<file path="config.mk">
export PLATFORM = sky130hd
export DESIGN_NAME = call_stack_param
export DESIGN_NICKNAME = d
export VERILOG_FILES = /design/src/rtl/dg_stack_pkg.sv /design/src/rtl/call_stack_mem.sv /design/src/rtl/call_stack_param.sv
export SDC_FILE = /design/constraint.sdc
export NUM_CORES = 1
export LEC_CHECK = 0
export CORE_MARGIN = 5
export CORE_UTILIZATION = 48
export CTS_CLUSTER_SIZE = 28
export DETAILED_ROUTE_END_ITERATION = 12
export HOLD_SLACK_MARGIN = 0.02
export MAX_ROUTING_LAYER = met4
export PLACE_DENSITY = 0.82
export REMOVE_ABC_BUFFERS = 1
export SETUP_SLACK_MARGIN = 0.1
export SYNTH_ARGS = -nofsm -noshare
export SYNTH_HDL_FRONTEND = slang
export SYNTH_SLANG_ARGS = --single-unit
export TNS_END_PERCENT = 30
</file>
<file path="constraint.sdc">
create_clock -name clk -period 3.1 [get_ports clk]
set_input_delay 0.62 -clock clk [delete_from_list [all_inputs] [get_ports clk]]
set_output_delay 0.62 -clock clk [all_outputs]
set_load 0.01 [all_outputs]
</file>
<file path="src/rtl/dg_stack_pkg.sv">
// Shared constants for the return-address stack family: overflow policies and
// the derivation of the level-output width.
package dg_stack_pkg;

  localparam int unsigned OVF_DISCARD = 0;
  localparam int unsigned OVF_REJECT  = 1;

  // Enough bits to hold 0..depth inclusive.
  function automatic int unsigned lvl_w(input int unsigned depth);
    return $clog2(depth + 1);
  endfunction

endpackage

</file>
<file path="src/rtl/call_stack_mem.sv">
// DEPTH x ADDR_W register array: one synchronous write port and two
// combinational read ports (top and peek), addressed by physical slot.
module call_stack_mem #(
  parameter int unsigned DEPTH  = 4,
  parameter int unsigned ADDR_W = 10,
  parameter int unsigned PTR_W  = $clog2(DEPTH)
) (
  input  logic              clk,
  input  logic              rst,
  input  logic              we,
  input  logic [PTR_W-1:0]  wr_ptr,
  input  logic [ADDR_W-1:0] wr_data,
  input  logic [PTR_W-1:0]  top_ptr,
  output logic [ADDR_W-1:0] top_data,
  input  logic [PTR_W-1:0]  peek_ptr,
  output logic [ADDR_W-1:0] peek_data
);

  logic [ADDR_W-1:0] mem_q [DEPTH];

  always_ff @(posedge clk or posedge rst) begin
    if (rst) begin
      for (int i = 0; i < DEPTH; i++) begin
        mem_q[i] <= '0;
      end
    end else if (we) begin
      mem_q[wr_ptr] <= wr_data;
    end
  end

  assign top_data  = mem_q[top_ptr];
  assign peek_data = mem_q[peek_ptr];

endmodule

</file>
<file path="src/rtl/call_stack_param.sv">
// Parametrised return-address stack: level counter, sticky error flags and
// overflow policy around a circular buffer held in call_stack_mem.
module call_stack_param
  import dg_stack_pkg::*;
#(
  parameter int unsigned ADDR_W   = 10,
  parameter int unsigned DEPTH    = 4,
  parameter int unsigned OVF_MODE = OVF_DISCARD,
  parameter int unsigned LVL_W    = lvl_w(DEPTH)
) (
  input  logic                       clk,
  input  logic                       rst,
  input  logic                       ena,
  input  logic                       push,
  input  logic                       pop,
  input  logic [ADDR_W-1:0]          push_addr,
  input  logic                       clr_err,
  input  logic [$clog2(DEPTH)-1:0]   rd_idx,
  output logic [ADDR_W-1:0]          top_addr,
  output logic [ADDR_W-1:0]          rd_addr,
  output logic [LVL_W-1:0]           level,
  output logic                       empty,
  output logic                       full,
  output logic                       overflow,
  output logic                       underflow
);

  localparam int unsigned PTR_W = $clog2(DEPTH);
  localparam bit Reject = (OVF_MODE == OVF_REJECT);

  logic [LVL_W-1:0]  level_q, level_d;
  logic [PTR_W-1:0]  base_q, base_d;
  logic              ovf_q, ovf_d, unf_q, unf_d;
  logic              set_ovf, set_unf;
  logic              is_empty, is_full;
  logic              we;
  logic [PTR_W-1:0]  wr_ptr, top_ptr, peek_ptr;
  logic [ADDR_W-1:0] top_data, peek_data;

  function automatic logic [PTR_W-1:0] wrap(input int unsigned v);
    return PTR_W'(v % DEPTH);
  endfunction

  assign is_empty = (level_q == '0);
  assign is_full  = (level_q == LVL_W'(DEPTH));

  // base_q is the physical slot of the oldest entry; logical slot p lives at base+p.
  always_comb begin
    int unsigned b, l;
    b        = 32'(base_q);
    l        = 32'(level_q);
    top_ptr  = wrap(b + l + DEPTH - 1);
    peek_ptr = wrap(b + l + DEPTH - 1 - 32'(rd_idx));
  end

  always_comb begin
    level_d = level_q;
    base_d  = base_q;
    we      = 1'b0;
    wr_ptr  = wrap(32'(base_q) + 32'(level_q));
    set_ovf = 1'b0;
    set_unf = 1'b0;
    if (ena) begin
      if (push && !pop) begin
        if (!is_full) begin
          we      = 1'b1;
          level_d = level_q + LVL_W'(1);
        end else begin
          set_ovf = 1'b1;
          if (!Reject) begin
            // Oldest slot is overwritten and becomes the new top.
            we     = 1'b1;
            wr_ptr = base_q;
            base_d = wrap(32'(base_q) + 1);
          end
        end
      end else if (pop && !push) begin
        if (is_empty) begin
          set_unf = 1'b1;
        end else begin
          level_d = level_q - LVL_W'(1);
        end
      end else if (push && pop) begin
        we = 1'b1;
        if (is_empty) begin
          level_d = LVL_W'(1);
          set_unf = 1'b1;
        end else begin
          wr_ptr = top_ptr;
        end
      end
    end

    ovf_d = ovf_q;
    unf_d = unf_q;
    if (ena && clr_err) begin
      ovf_d = 1'b0;
      unf_d = 1'b0;
    end
    if (set_ovf) ovf_d = 1'b1;
    if (set_unf) unf_d = 1'b1;
  end

  always_ff @(posedge clk or posedge rst) begin
    if (rst) begin
      level_q <= '0;
      base_q  <= '0;
      ovf_q   <= 1'b0;
      unf_q   <= 1'b0;
    end else begin
      level_q <= level_d;
      base_q  <= base_d;
      ovf_q   <= ovf_d;
      unf_q   <= unf_d;
    end
  end

  call_stack_mem #(
    .DEPTH  (DEPTH),
    .ADDR_W (ADDR_W),
    .PTR_W  (PTR_W)
  ) u_mem (
    .clk       (clk),
    .rst       (rst),
    .we        (we),
    .wr_ptr    (wr_ptr),
    .wr_data   (push_addr),
    .top_ptr   (top_ptr),
    .top_data  (top_data),
    .peek_ptr  (peek_ptr),
    .peek_data (peek_data)
  );

  assign top_addr  = is_empty ? '0 : top_data;
  assign rd_addr   = (LVL_W'(rd_idx) < level_q) ? peek_data : '0;
  assign level     = level_q;
  assign empty     = is_empty;
  assign full      = is_full;
  assign overflow  = ovf_q;
  assign underflow = unf_q;

endmodule

</file>
==> metrics.md <==
| Metric | Value |
|---|---|
| Number of distinct library cells after synthesis | `40` |
| IO Port Bufs | `44` |
| Reg2reg setup slack | `approximately 340 ps` |
| Initial DRT Pass Iterations | `4` |
| Launching point of the worst reg2reg path | `level[0]` |
| Hold Fails Final Rpt | `0` |
| Metal2 WL | `3.14 mm` |
| RSZ-0062 raised after global routing | `true` |
| Setup Viol. Count Final | `15` |
| Final WS setup | `-138 ps` |
| Longest Clk Path Bufs | `2` |
| Core Footprint | `0.00554 mm2` |
| Most common cell on crit path | `ha_4` |
| Final min period | `3240 ps` |
| Diode count | `0` |
| Syn Std Cell Area | `0.00276 mm2` |
| Die area | `between 0.007 and 0.008 mm2` |
| Multi-input gate area | `0.00161 mm2` |
| Total Wirelength | `about 6.4 mm` |
| Overall Global Routing Usage | `0.191` |
| Sequential share of the synthesized area | `0.426` |
| Max-slew headroom | `0.336` |
| Post-route clock period utilization | `1.04` |
| Num ports | `45` |
| Seq. cell area | `0.00118 mm2` |
| Hold Path Stages | `1` |
| Met3 Wirelength | `between 200 and 300 um` |
| CTS Buf Count | `5` |
| Endpoint class of the critical path | `primary output` |
| Worst Clk Skew | `roughly 11 ps` |
| Ys Warns | `0` |
| Hold-critical path endpoint | `overflow` |
| CP arrival | `2620 ps` |
| Wire per inst | `about 19 um` |
| Max_cap viols | `0` |
| Initial core utilization | `0.499` |
| Critical Path Max Stage Delay | `520 ps` |
| CTS tree | `done` |
| Row count | `27` |
| Share of synthesized registers carrying an async set or reset | `1.00` |
| EDFF count, synth | `0` |
| Via count | `between 1500 and 2000` |
| Failing checks | `setup timing` |
| Max-slew violations | `0` |
| Worst Path Required | `2480 ps` |
| Delay-heaviest family, CP | `XOR/XNOR gates` |
| Area growth syn-to-layout | `31.5%` |
| Final HPWL DP | `between 4 and 5 mm` |
| Post-route met1 wirelength | `2.91 mm` |
| Sequence of cells on the critical path | `ha_4, ha_4, xor2_2, xnor2_2, xnor2_4, buf_12, mux4_2, nor2b_4, buf_6` |
| Worst min path class | `reg2reg` |
| Syn avg cell area | `between 10 and 15 um2` |
| Grt ovf | `0` |
| WS Path Type | `reg2out` |
| DIE WIDTH | `85.9 um` |
| Filler cells | `423` |
| First-pass GRT wire length | `10.7 mm` |
| Residual DRC | `0` |
| WHS | `500 ps` |
| Pin count of the biggest net entering global routing | `27` |
| Top sig layer | `met4` |
| Vert. Die Dim | `85.9 um` |
| CTS sink cnt | `47` |
| Layout Nets | `around 290` |
| Terminus of the critical flop-to-flop path | `u_mem.mem_q[39]` |
| Type of origin of the critical path | `flop` |
| Most common cell after layout, fill and taps aside | `dfrtp_1` |
| Vias in the first global route | `2064` |
| Dominant synthesized flop cell | `dfrtp_1` |
| Global placer's final weighted congestion | `0.784` |
| R2R depth | `11` |
| Syn Inst Count | `200` |
| Most frequent cells in the layout | `dfrtp_1 (47), mux2_2 (40), clkdlybuf4s50_1 (28)` |
| Crit Path Max Fanout | `7` |
| Share of cells above drive strength 1 | `0.439` |
| Worst-skew pair later-pin latency | `300 ps` |
| Clk root buf | `clkbuf_8` |
| Clock slew at reported path FFs | `80 ps` |
| Hold path start | `overflow` |
| F_max | `0.309 GHz` |
| Iter 0 DRT Violations | `87` |
| Antenna-violating nets left | `0` |
| Initial antenna violation count | `0` |
| Slew @ Worst Pin | `between 900 and 1000 ps` |
| Outcome | `finished, violations left` |
| Seq cells post-synth | `47` |
| Htree depth | `2` |
| Bufs and invs on worst path | `2` |
| Crit path max-delay cell type | `mux4_2` |
| DR vias/cell | `5.73` |
## sequential cells by signal, summed over array words and instances (netlist names)
register and flops:
level 3, underflow 1, base_q 2, overflow 1, u_mem.mem_q 40
## final cells by class
class / count / area share
clock buffer: 5 / 0.0189
inverter: 6 / 0.00620
multi-input combinational: 139 / 0.443
sequential: 47 / 0.324
timing repair buffer: 65 / 0.173
tap: 72 / 0.0248
clock inverter: 2 / 0.0103
## metal layers
layer / GRT usage / vias up
met3: 0.0317 / 8
met1: 0.264 / 992
met5: - / -
met4: 0.0388 / 0
met2: 0.302 / 53
li1: - / 871
## through the flow
| step | TNS, ps | worst slack, ps | instance area [um2] | cells | util |
|---|---|---|---|---|---|
| 2_1_floorplan | -1470 | -241 | 2730 | 192 | - |
| 3_3_place_gp | -6450 | -684 | 3410 | 326 | 0.615 |
| 3_5_place_dp | -6640 | -696 | 3410 | 326 | 0.615 |
| 4_1_cts | -2140 | -196 | 3560 | 334 | 0.643 |
| 5_1_grt | -2730 | -250 | 3630 | 336 | 0.656 |
| 6_report | -1080 | -138 | 3630 | 336 | 0.656 |
## repair_timing
item                                    in CTS  in global routing
hold buffers                                 0                  0
gates resized for setup                     59                 15
endpoints found under the hold margin        0                  0
endpoints found under the setup margin      20                 15
pin swaps                                    5                  5
setup buffers                                1                  2
## cell families after synthesis
kind of cell    synth area share
compound gates            0.0471
xor+xnor                  0.0340
fa+ha+maj                 0.0272
buf+inv                   0.0208
flops                      0.426
mux                        0.337
simple gates               0.108
## cells in the mapped netlist, types with 2 or more instances
cell      count  area share
a21oi_1       6       0.011
and2_1       10       0.023
buf_1         2      0.0027
buf_2         4      0.0072
clkbuf_1      2      0.0027
dfrtp_1      47        0.43
ha_1          6       0.027
inv_1         5      0.0068
mux2_2       40        0.16
mux2i_1       3       0.011
mux4_2       20        0.16
nand2_1       5      0.0068
nand2b_1      6       0.014
nand3b_1      3      0.0082
nor2_1        3      0.0041
nor2b_1      11       0.025
o21ai_0       2      0.0036
o21bai_1      2      0.0054
xor2_1        2      0.0063
## worst max-delay path by stage
stage | from | end | slack [ps] | depth (start not counted)
finish | level[0] | rd_addr[4] | -140 | 9
global route | level[0] | rd_addr[7] | -250 | 9
CTS | base_q[0] | rd_addr[8] | -200 | 9
detailed placement | rd_idx[0] | rd_addr[4] | -700 | 8
global placement | rd_idx[0] | rd_addr[4] | -680 | 8
floorplan | level[0] | rd_addr[4] | -240 | 7
Power is not shown: default switching activity piles up to over one toggle a cycle in this logic, so the estimate is an artifact.
